File: config.mk
export PLATFORM = sky130hd
export DESIGN_NAME = mitch_trunc_div_w6
export DESIGN_NICKNAME = d
export VERILOG_FILES = /design/src/rtl/mitch_trunc_div_w6_pkg.sv /design/src/rtl/mitch_div_antilog.sv /design/src/rtl/mitch_trunc_div_w6.sv
export SDC_FILE = /design/constraint.sdc
export NUM_CORES = 1
export LEC_CHECK = 0
export BUFFER_PORTS_ARGS = -buffer_cell sky130_fd_sc_hd__buf_2
export CORE_MARGIN = 5
export CORE_UTILIZATION = 55
export DETAILED_ROUTE_END_ITERATION = 6
export PLACE_DENSITY = 0.78
export SYNTH_ARGS = -nofsm -noshare
export SYNTH_HDL_FRONTEND = slang
export SYNTH_HIERARCHICAL = 1
export SYNTH_SLANG_ARGS = --single-unit
File: constraint.sdc
create_clock -name clk -period 3.94 [get_ports clk]
set_clock_uncertainty 0.1 [all_clocks]
set_input_delay 0.394 -clock clk [delete_from_list [all_inputs] [get_ports clk]]
set_output_delay 0.394 -clock clk [all_outputs]
set_load 0.02 [all_outputs]
File: src/rtl/mitch_trunc_div_w6_pkg.sv
// Shared constants, FSM encoding and leading-one helper for the Mitchell divider.
package mitch_trunc_div_w6_pkg;
  localparam int W     = 6;
  localparam int FRAC  = W - 1;
  localparam int Q_OFS = 11;

  typedef enum logic [2:0] {
    IDLE = 3'd0,
    LOG  = 3'd1,
    SUB  = 3'd2,
    ALOG = 3'd3,
    OUT  = 3'd4
  } state_t;

  // Index of the highest set bit; 0 for an all-zero word.
  function automatic logic [3:0] lod16(input logic [15:0] v);
    lod16 = 4'd0;
    for (int i = 0; i < 16; i++)
      if (v[i]) lod16 = 4'(i);
  endfunction
endpackage

File: src/rtl/mitch_div_antilog.sv
// Antilog: {1,f} scaled by 2^(k+Q_OFS) into Q16.16, shifted-out bits dropped.
module mitch_div_antilog #(
  parameter int FRAC = 5
) (
  input  logic [5:0]      k,
  input  logic [FRAC-1:0] f,
  output logic [31:0]     mag
);
  import mitch_trunc_div_w6_pkg::*;

  logic [31:0] m;
  logic [6:0]  e;

  always_comb begin
    m   = {{(31-FRAC){1'b0}}, 1'b1, f};
    e   = {k[5], k} + 7'(Q_OFS);
    mag = e[6] ? (m >> (7'd0 - e)) : (m << e);
  end
endmodule

File: src/rtl/mitch_trunc_div_w6.sv
// Mitchell log-domain approximate divider, 16b signed operands, Q16.16 result,
// one operand pair per 5+ cycles through IDLE/LOG/SUB/ALOG/OUT.
module mitch_trunc_div_w6 #(
  parameter int W = 6
) (
  input  logic        clk,
  input  logic        rst,
  input  logic        in_valid,
  output logic        in_ready,
  input  logic [15:0] x,
  input  logic [15:0] y,
  output logic        out_valid,
  input  logic        out_ready,
  output logic [31:0] q,
  output logic        dz
);
  import mitch_trunc_div_w6_pkg::*;

  localparam int FB = W - 1;

  // Truncated fraction: the FB bits right below the leading one, zero-filled.
  function automatic logic [FB-1:0] frac_of(input logic [15:0] v, input logic [3:0] k);
    frac_of = FB'((v << (4'd15 - k)) >> (15 - FB));
  endfunction

  state_t          state;
  logic [15:0]     x_r, y_r;
  logic [3:0]      kx_r, ky_r;
  logic [FB-1:0]   fx_r, fy_r;
  logic            s1, zx1, zy1;
  logic [5:0]      k_r;
  logic [FB-1:0]   f_r;
  logic            s2, zx2, zy2;
  logic [31:0]     res_r;
  logic            dz_r;

  logic [15:0]     xa, ya;
  logic [3:0]      kx_n, ky_n;
  logic            borrow;
  logic [5:0]      k_n;
  logic [FB-1:0]   f_n;
  logic [31:0]     mag, res_n;

  // One's-complement magnitudes: -1 maps to 0, which decodes the same as 1.
  always_comb begin
    xa     = x_r ^ {16{x_r[15]}};
    ya     = y_r ^ {16{y_r[15]}};
    kx_n   = lod16(xa);
    ky_n   = lod16(ya);
    borrow = fx_r < fy_r;
    k_n    = {2'b00, kx_r} - {2'b00, ky_r} - {5'd0, borrow};
    f_n    = fx_r - fy_r;
    res_n  = zy2 ? 32'hFFFF_FFFF : (zx2 ? 32'd0 : (mag ^ {32{s2}}));
  end

  mitch_div_antilog #(.FRAC(FB)) u_alog (
    .k   (k_r),
    .f   (f_r),
    .mag (mag)
  );

  assign in_ready = (state == IDLE);

  always_ff @(posedge clk or posedge rst) begin
    if (rst) begin
      state     <= IDLE;
      x_r       <= '0;
      y_r       <= '0;
      kx_r      <= '0;
      ky_r      <= '0;
      fx_r      <= '0;
      fy_r      <= '0;
      s1        <= 1'b0;
      zx1       <= 1'b0;
      zy1       <= 1'b0;
      k_r       <= '0;
      f_r       <= '0;
      s2        <= 1'b0;
      zx2       <= 1'b0;
      zy2       <= 1'b0;
      res_r     <= '0;
      dz_r      <= 1'b0;
      q         <= '0;
      dz        <= 1'b0;
      out_valid <= 1'b0;
    end else begin
      case (state)
        IDLE: if (in_valid) begin
          x_r   <= x;
          y_r   <= y;
          state <= LOG;
        end
        LOG: begin
          kx_r  <= kx_n;
          ky_r  <= ky_n;
          fx_r  <= frac_of(xa, kx_n);
          fy_r  <= frac_of(ya, ky_n);
          s1    <= x_r[15] ^ y_r[15];
          zx1   <= (x_r == 16'h0000);
          zy1   <= (y_r == 16'h0000);
          state <= SUB;
        end
        SUB: begin
          k_r   <= k_n;
          f_r   <= f_n;
          s2    <= s1;
          zx2   <= zx1;
          zy2   <= zy1;
          state <= ALOG;
        end
        ALOG: begin
          res_r <= res_n;
          dz_r  <= zy2;
          state <= OUT;
        end
        OUT: begin
          // First OUT edge publishes the result; it then holds until taken.
          if (!out_valid) begin
            q         <= res_r;
            dz        <= dz_r;
            out_valid <= 1'b1;
          end else if (out_ready) begin
            out_valid <= 1'b0;
            state     <= IDLE;
          end
        end
        default: state <= IDLE;
      endcase
    end
  end
endmodule
# After elaboration in Yosys (flattened, before gate mapping)
# Cells that the tools add are included.
# Widths: inputs -> output; s select.
totals:
  memories: 0
  output_inout_bits: 35
  elab_cells: 89
  ff_bits: 137
  mem_bits_rw: 0
  latchBits: 0
  rom_bits: 0
  in_bits: 36
op_classes:
  mux: 39
  n_reduce_logical: 6
  n_addsub: 7
  multipliers: 0
  n_bitwise: 5
  order_cmp: 1
  eq_ne: 7
  n_shift: 4
  div_mod_pow: 0
ops:
  columns: ["op", "count"]
  rows:
  - ["$mux 4", 26]
  - ["$mux 32", 3]
  - ["$logic_not 16->1", 2]
  - ["$shl 16x4->15", 2]
  - ["$shl 6x7->32", 1]
  - ["$shr 6x7->32", 1]
  - ["$xor 16x16->16", 2]
  - ["$xor 32x32->32", 1]
  - ["$pmux 3 s5", 1]
  - ["$mux 3", 3]
  - ["$sub 4x4->4 const A", 2]
  - ["$add 6x5->7 const B", 1]
  - ["$sub 1x7->7 const A", 1]
  - ["$eq 3x2->1 const B", 2]
  - ["$ne 2x2->1 const B", 3]
  - ["$sub 5x2->6", 1]
  - ["$lt 5x5->1", 1]
  - ["$sub 4x4->5", 1]
  - ["$sub 5x5->5", 1]
  - ["$mux 1", 4]
  - ["$mux 2", 2]
  - ["$reduce_and 2->1", 2]
  - ["$eq 3x1->1 const B", 1]
  - ["$eq 3x3->1 const B", 1]
  - ["other kinds (4)", 4]

# Depth between registers and ports, before layout
depth:
  word_depth: 18
  depth_mapped: 16
  ltp_nobuf: 12

# Modules after synthesis
# The synthesis kept the hierarchy.
by_module_without_submodules:
  columns: ["module", "instances", "cells_per_inst", "seq_area_each_um2", "area_each_um2"]
  rows:
  - ["mitch_trunc_div_w6", 1, 950, 3428.3, 8555.7]
  - ["mitch_div_antilog", 1, 198, 0.0, 1251.2]

# Worst setup path after synthesis
# Ideal clock, no wire load.
synth_path:
  path_kind: "reg2reg"
  start: "register k_r[0]"
  end: "register res_r[3]"
  period_less_slack_ps: 3418
  slack_ps: 522
  required_time_ps: 3706
  path_buffers: 3
  arrival_time_ps: 3184
  setup_ps: 134
  path_stages_with_launch: 15
  cell_sequence: "dfrtp_1 -> buf_4 -> clkbuf_1 -> clkbuf_1 -> inv_1 -> ha_1 -> or3b_1 -> or4_1 -> o211a_2 -> o311a_4 -> o22ai_2 -> xnor2_1 -> nor2_1 -> nor2_1 -> o21ai_0"
synth_between:
  elab_chain_len: 7
  word_cells_on_any_way: 8
  cone_classes: "add/sub: 2; shift: 2; mux: 3; bitwise: 1"
synth_rtl:
  columns: ["element", "line_no", "rtl"]
  rows:
  - ["from (decl)", "mitch_trunc_div_w6.sv:31", "logic [5:0] k_r;"]
  - ["from (signal assigned)", "mitch_trunc_div_w6.sv:104", "k_r <= k_n;"]
  - ["$add 6x5->7 *", "mitch_div_antilog.sv:16", "e = {k[5], k} + 7'(Q_OFS);"]
  - ["$sub 1x7->7", "mitch_div_antilog.sv:17", "mag = e[6] ? (m >> (7'd0 - e)) : (m << e);"]
  - ["$shr 6x7->32", "mitch_div_antilog.sv:17", null]
  - ["$mux 32 *", "mitch_div_antilog.sv:17", null]
  - ["via mag[3]", "mitch_trunc_div_w6.sv:42", "logic [31:0] mag, res_n;"]
  - ["$xor 32x32->32 *", "mitch_trunc_div_w6.sv:53", "res_n = zy2 ? 32'hFFFF_FFFF : (zx2 ? 32'd0 : (mag ^ {32{s2}}));"]
  - ["$mux 32 * (2 in series)", "mitch_trunc_div_w6.sv:53", null]
  - ["to (signal assigned)", "mitch_trunc_div_w6.sv:112", "res_r <= res_n;"]
  - ["to (decl)", "mitch_trunc_div_w6.sv:34", "logic [31:0] res_r;"]
# Mark *: on every way through the listed nets, which the timed path passes. The rest lies on a longest branch.
# A chain may end at the register's enable or synchronous reset.

# Final worst setup path
layout_path:
  start: "register y_r[15]"
  end: "register fy_r[0]"
layout_between:
  elab_chain_len: 18
layout_rtl:
  columns: ["element", "line_no", "rtl"]
  rows:
  - ["from (decl)", "mitch_trunc_div_w6.sv:27", "logic [15:0] x_r, y_r;"]
  - ["from (signal assigned)", "mitch_trunc_div_w6.sv:90", "y_r <= y;"]
  - ["$xor 16x16->16 *", "mitch_trunc_div_w6.sv:47", "ya = y_r ^ {16{y_r[15]}};"]
  - ["$mux 1", "mitch_trunc_div_w6_pkg.sv:19", "if (v[i]) lod16 = 4'(i);"]
  - ["$mux 4 (14 in series)", "mitch_trunc_div_w6_pkg.sv:19", null]
  - ["$sub 4x4->4", "mitch_trunc_div_w6.sv:23", "frac_of = FB'((v << (4'd15 - k)) >> (15 - FB));"]
  - ["$shl 16x4->15 *", "mitch_trunc_div_w6.sv:23", null]
  - ["to (signal assigned)", "mitch_trunc_div_w6.sv:97", "fy_r <= frac_of(ya, ky_n);"]
  - ["to (decl)", "mitch_trunc_div_w6.sv:29", "logic [FB-1:0] fx_r, fy_r;"]
# Mark *: on every way between the ends. The rest lies on a longest branch, timed or not.

==> results.env <==
NUM_VIAS=8396
CLOCK_TREE.ROOT_CELL='sky130_fd_sc_hd__clkbuf_16'
RUN_STATUS='complete, no violations'
POST_CTS_BUFFERS=0
FINALNETCOUNT=1216
PERIOD_NEEDED_NS=3.39
FINALHOLDVIOLCOUNT=0
SYNTH_FP_NETS=1201
DIE_Y_UM=144
MOST-COMMON-LAYOUT-CELLS='sky130_fd_sc_hd__dfrtp_1, sky130_fd_sc_hd__nor2_1, sky130_fd_sc_hd__nand2_1'
SYNTH_CELL_TYPE_COUNT=89
CRITICALPATHCATEGORY='flip-flop to flip-flop'
TIMING.HOLD.WS_NS=0.0638
DP_SLACK_NS=0.552
TNS_NS=0
NUMBER_OF_BUFFERS_INSERTED_DURING_CLOCK_TREE_SYNTHESIS=17
SYNTHCELLS=1148
REMAINING_ROUTING_DRC_VIOLATIONS=0
FLOORPLAN.DIE.WIDTH_UM=144
GRT_USE_TOTAL_PCT=22.7
YOSYS_WARNINGS=6
DETAIL_ROUTE.ITER0.VIOLATIONS=701
CLKSLEWWORSTSETUPHOLDPATHS_NS=0.06
NUMPORTBUFFERS=70
ROW_COUNT=48
DESIGN.DIE.AREA_UM2=20600
TIMING.FINAL.MAX_SLEW_VIOLATIONS=0
TIGHTESTPINTRANSITION_NS=1.09
CTS_HOLD_REPAIR.BUFFERS=0
CLOCK-SINKS=137
POSTSYNTH.ASYNCRESETSHARE_PCT=100
LEADING_CELL_TYPE_IN_THE_LAYOUT_FILL_AND_TAPS_EXCLUDED='sky130_fd_sc_hd__dfrtp_1'
REPORT.FINAL.SETUP_VIOL=0
WORSTSETUPSTARTPOINTTYPE='flip-flop'
RATIO_OF_CELLS_WITH_DRIVE_ABOVE_1_IN_THE_FINAL_LAYOUT_PCT=18.6
LARGEST_NET_DEGREE_AT_THE_START_OF_GLOBAL_ROUTING=138
ROUTE.DETAILED.VIAS_PER_INST=5.99
CTSLONGESTPATHBUFFERS=2
POSTCTSRESIZEDCELLS=0
YS_SEQ_ELEMENTS=137
CORE_REGION_AREA_UM2=17400
FINALWORSTSETUPSLACK_NS=0.552
WL_UM=23000
NUMBER_OF_ANTENNA_VIOLATIONS_AT_THE_FIRST_CHECK_IN_GLOBAL_ROUTING=0
CP.ARRIVAL_NS=3.58
CTS_TREE='done'
CP_DATA_REQUIRED_TIME_NS=4.13
PERIOD_SHARE_PCT=86.0
YS_DOMINANT_REG_CELL='sky130_fd_sc_hd__dfrtp_1'
GLOBAL_ROUTE_WIRE_LENGTH_BEFORE_REPAIR_UM=38300
DRV_CAP=0
CLK_LATENCY_NS=0.43
CLOCK_TREE.HTREE_LEVEL_COUNT=4
GRT-OVFL-TOTAL=0
WORSTSETUPENDPOINTTYPE='flip-flop'
UNREPAIRED_SETUP_ENDPOINTS_AFTER_GLOBAL_ROUTING='no'
FLOW.AREA_GROWTH_FROM_SYNTHESIS_PCT=9.44
SYNTH.AVG_CELL_AREA_UM2=8.54
IO_PINS=71
DRTPASS1ITERATIONS=5
POST_DRT_WL_PER_CELL_UM=16.4
SYNTH-SEQ-AREA-SHARE_PCT=35.0
HOLD_CLASS='input pin to flip-flop'
FINAL_ANTENNA_NET_COUNT=0
INITIAL_CORE_UTIL_PCT=56.3
FIRST_GLOBAL_VIAS=7946
NUM_ANTENNA_CELLS=0
SYNTH.CELL_AREA_UM2=9810
HPWLAFTERDP_UM=16200
SLEW_HEADROOM_PCT=27.6
TIMING.CRITICAL_PATH.FANOUT_MAX=19
EDFF_COUNT_SYNTH=0
GLOBALPLACE.CONGESTION=0.942
CLOCK.FMAX_MHz=295
layout make-up:
type,instances,area [um2]
inverters,40,154
multi-input cells,881,5790
well taps,225,282
repair buffers,86,483
fillers,1518,6680
flip-flops and latches,137,3430
clock buffers,18,439
clock inverters,14,158
cell families after synthesis:
group,after synthesis,synth area share (%)
AND/OR/NAND/NOR,414,19.6
buffers and inverters,130,6.12
XOR/XNOR,62,5.61
multiplexers,91,11.0
flip-flops,137,35.0
adder cells (fa/ha/maj),17,2.32
AO/OA/AOI/OAI,297,20.5
registers in the layout, indices dropped and copies added (netlist names), 3 cells and up:
name / flops
q: 32
fy_r: 5
f_r: 5
fx_r: 5
k_r: 6
x_r: 16
kx_r: 4
ky_r: 4
state: 3
res_r: 32
y_r: 16
synth_stat cells, types with 4 or more instances:
| library cell | count | area [um2] |
|---|---|---|
| sky130_fd_sc_hd__o211ai_1 | 16 | 120 |
| sky130_fd_sc_hd__xnor2_1 | 53 | 464 |
| sky130_fd_sc_hd__mux2_2 | 63 | 709 |
| sky130_fd_sc_hd__a211o_1 | 7 | 61.3 |
| sky130_fd_sc_hd__and2_1 | 10 | 62.6 |
| sky130_fd_sc_hd__dfrtp_1 | 137 | 3430 |
| sky130_fd_sc_hd__inv_1 | 38 | 143 |
| sky130_fd_sc_hd__a21oi_1 | 36 | 180 |
| sky130_fd_sc_hd__buf_2 | 16 | 80.1 |
| sky130_fd_sc_hd__buf_6 | 4 | 45.0 |
| sky130_fd_sc_hd__or3_1 | 8 | 50.1 |
| sky130_fd_sc_hd__ha_1 | 15 | 188 |
| sky130_fd_sc_hd__o22ai_1 | 10 | 62.6 |
| sky130_fd_sc_hd__nand3_1 | 23 | 115 |
| sky130_fd_sc_hd__o221ai_1 | 6 | 52.6 |
| sky130_fd_sc_hd__nand4_1 | 9 | 56.3 |
| sky130_fd_sc_hd__nor3_1 | 30 | 150 |
| sky130_fd_sc_hd__o21ai_0 | 111 | 556 |
| sky130_fd_sc_hd__nor4_1 | 6 | 37.5 |
| sky130_fd_sc_hd__buf_1 | 4 | 15.0 |
| sky130_fd_sc_hd__nand2_1 | 127 | 477 |
| sky130_fd_sc_hd__clkbuf_1 | 54 | 203 |
| sky130_fd_sc_hd__a21o_1 | 15 | 113 |
| sky130_fd_sc_hd__and3_1 | 15 | 93.8 |
| sky130_fd_sc_hd__nor2b_1 | 14 | 87.6 |
| sky130_fd_sc_hd__nand2b_1 | 11 | 68.8 |
| sky130_fd_sc_hd__buf_4 | 7 | 52.6 |
| sky130_fd_sc_hd__mux2i_1 | 20 | 200 |
| sky130_fd_sc_hd__nand3b_1 | 5 | 37.5 |
| sky130_fd_sc_hd__a31oi_1 | 6 | 37.5 |
| sky130_fd_sc_hd__a22oi_1 | 5 | 37.5 |
| sky130_fd_sc_hd__a41oi_1 | 4 | 35.0 |
| sky130_fd_sc_hd__a211oi_1 | 15 | 113 |
| sky130_fd_sc_hd__o21ai_1 | 9 | 45.0 |
| sky130_fd_sc_hd__o21a_1 | 11 | 82.6 |
| sky130_fd_sc_hd__xor2_1 | 8 | 70.1 |
| sky130_fd_sc_hd__nor2_1 | 133 | 499 |
| sky130_fd_sc_hd__mux4_2 | 4 | 90.1 |
final timing paths:
kind                       startpoint         to  slack (ns)  depth (start not counted)
setup / recovery              y_r[15]    fy_r[0]        0.55                         10
min in group asynchronous         rst     k_r[3]        0.07                          3
hold reg to reg             res_r[21]  res_r[21]        0.38                          2
hold / removal                  y[15]    y_r[15]        0.06                          3
setup reg to reg              y_r[15]    fy_r[0]        0.55                         10
max in group asynchronous         rst       q[3]        3.16                          3
critical path, stage by stage (launching register included):
cell                      delay [ns]
sky130_fd_sc_hd__dfrtp_1        0.56
sky130_fd_sc_hd__inv_1          0.11
sky130_fd_sc_hd__ha_1           0.29
sky130_fd_sc_hd__buf_4          0.20
sky130_fd_sc_hd__nor2_1         0.14
sky130_fd_sc_hd__and3_1         0.28
sky130_fd_sc_hd__a21o_1         0.44
sky130_fd_sc_hd__mux4_1         0.64
sky130_fd_sc_hd__xnor2_1        0.15
sky130_fd_sc_hd__a22oi_1        0.23
sky130_fd_sc_hd__nand3_1        0.10
per-stage QoR:
stage	util (%)	area [um2]	std cells
floorplan	-	9810	1148
global placement	58.2	10100	1369
detailed placement	58.2	10100	1369
CTS	61.6	10700	1401
global route	61.6	10700	1401
finish	61.6	10700	1401
routing by layer:
metal | part of all wire [%] | vias up | GRT usage [%]
met1 | 43 | 3969 | 28.3
met2 | 49 | 266 | 39.4
met4 | 3.2 | 0 | 8.67
met3 | 4.8 | 63 | 4.03
met5 | 0 | - | 0
li1 | - | 4098 | -
Power is not shown: default switching activity piles up to over one toggle a cycle in this logic, so the estimate is an artifact.
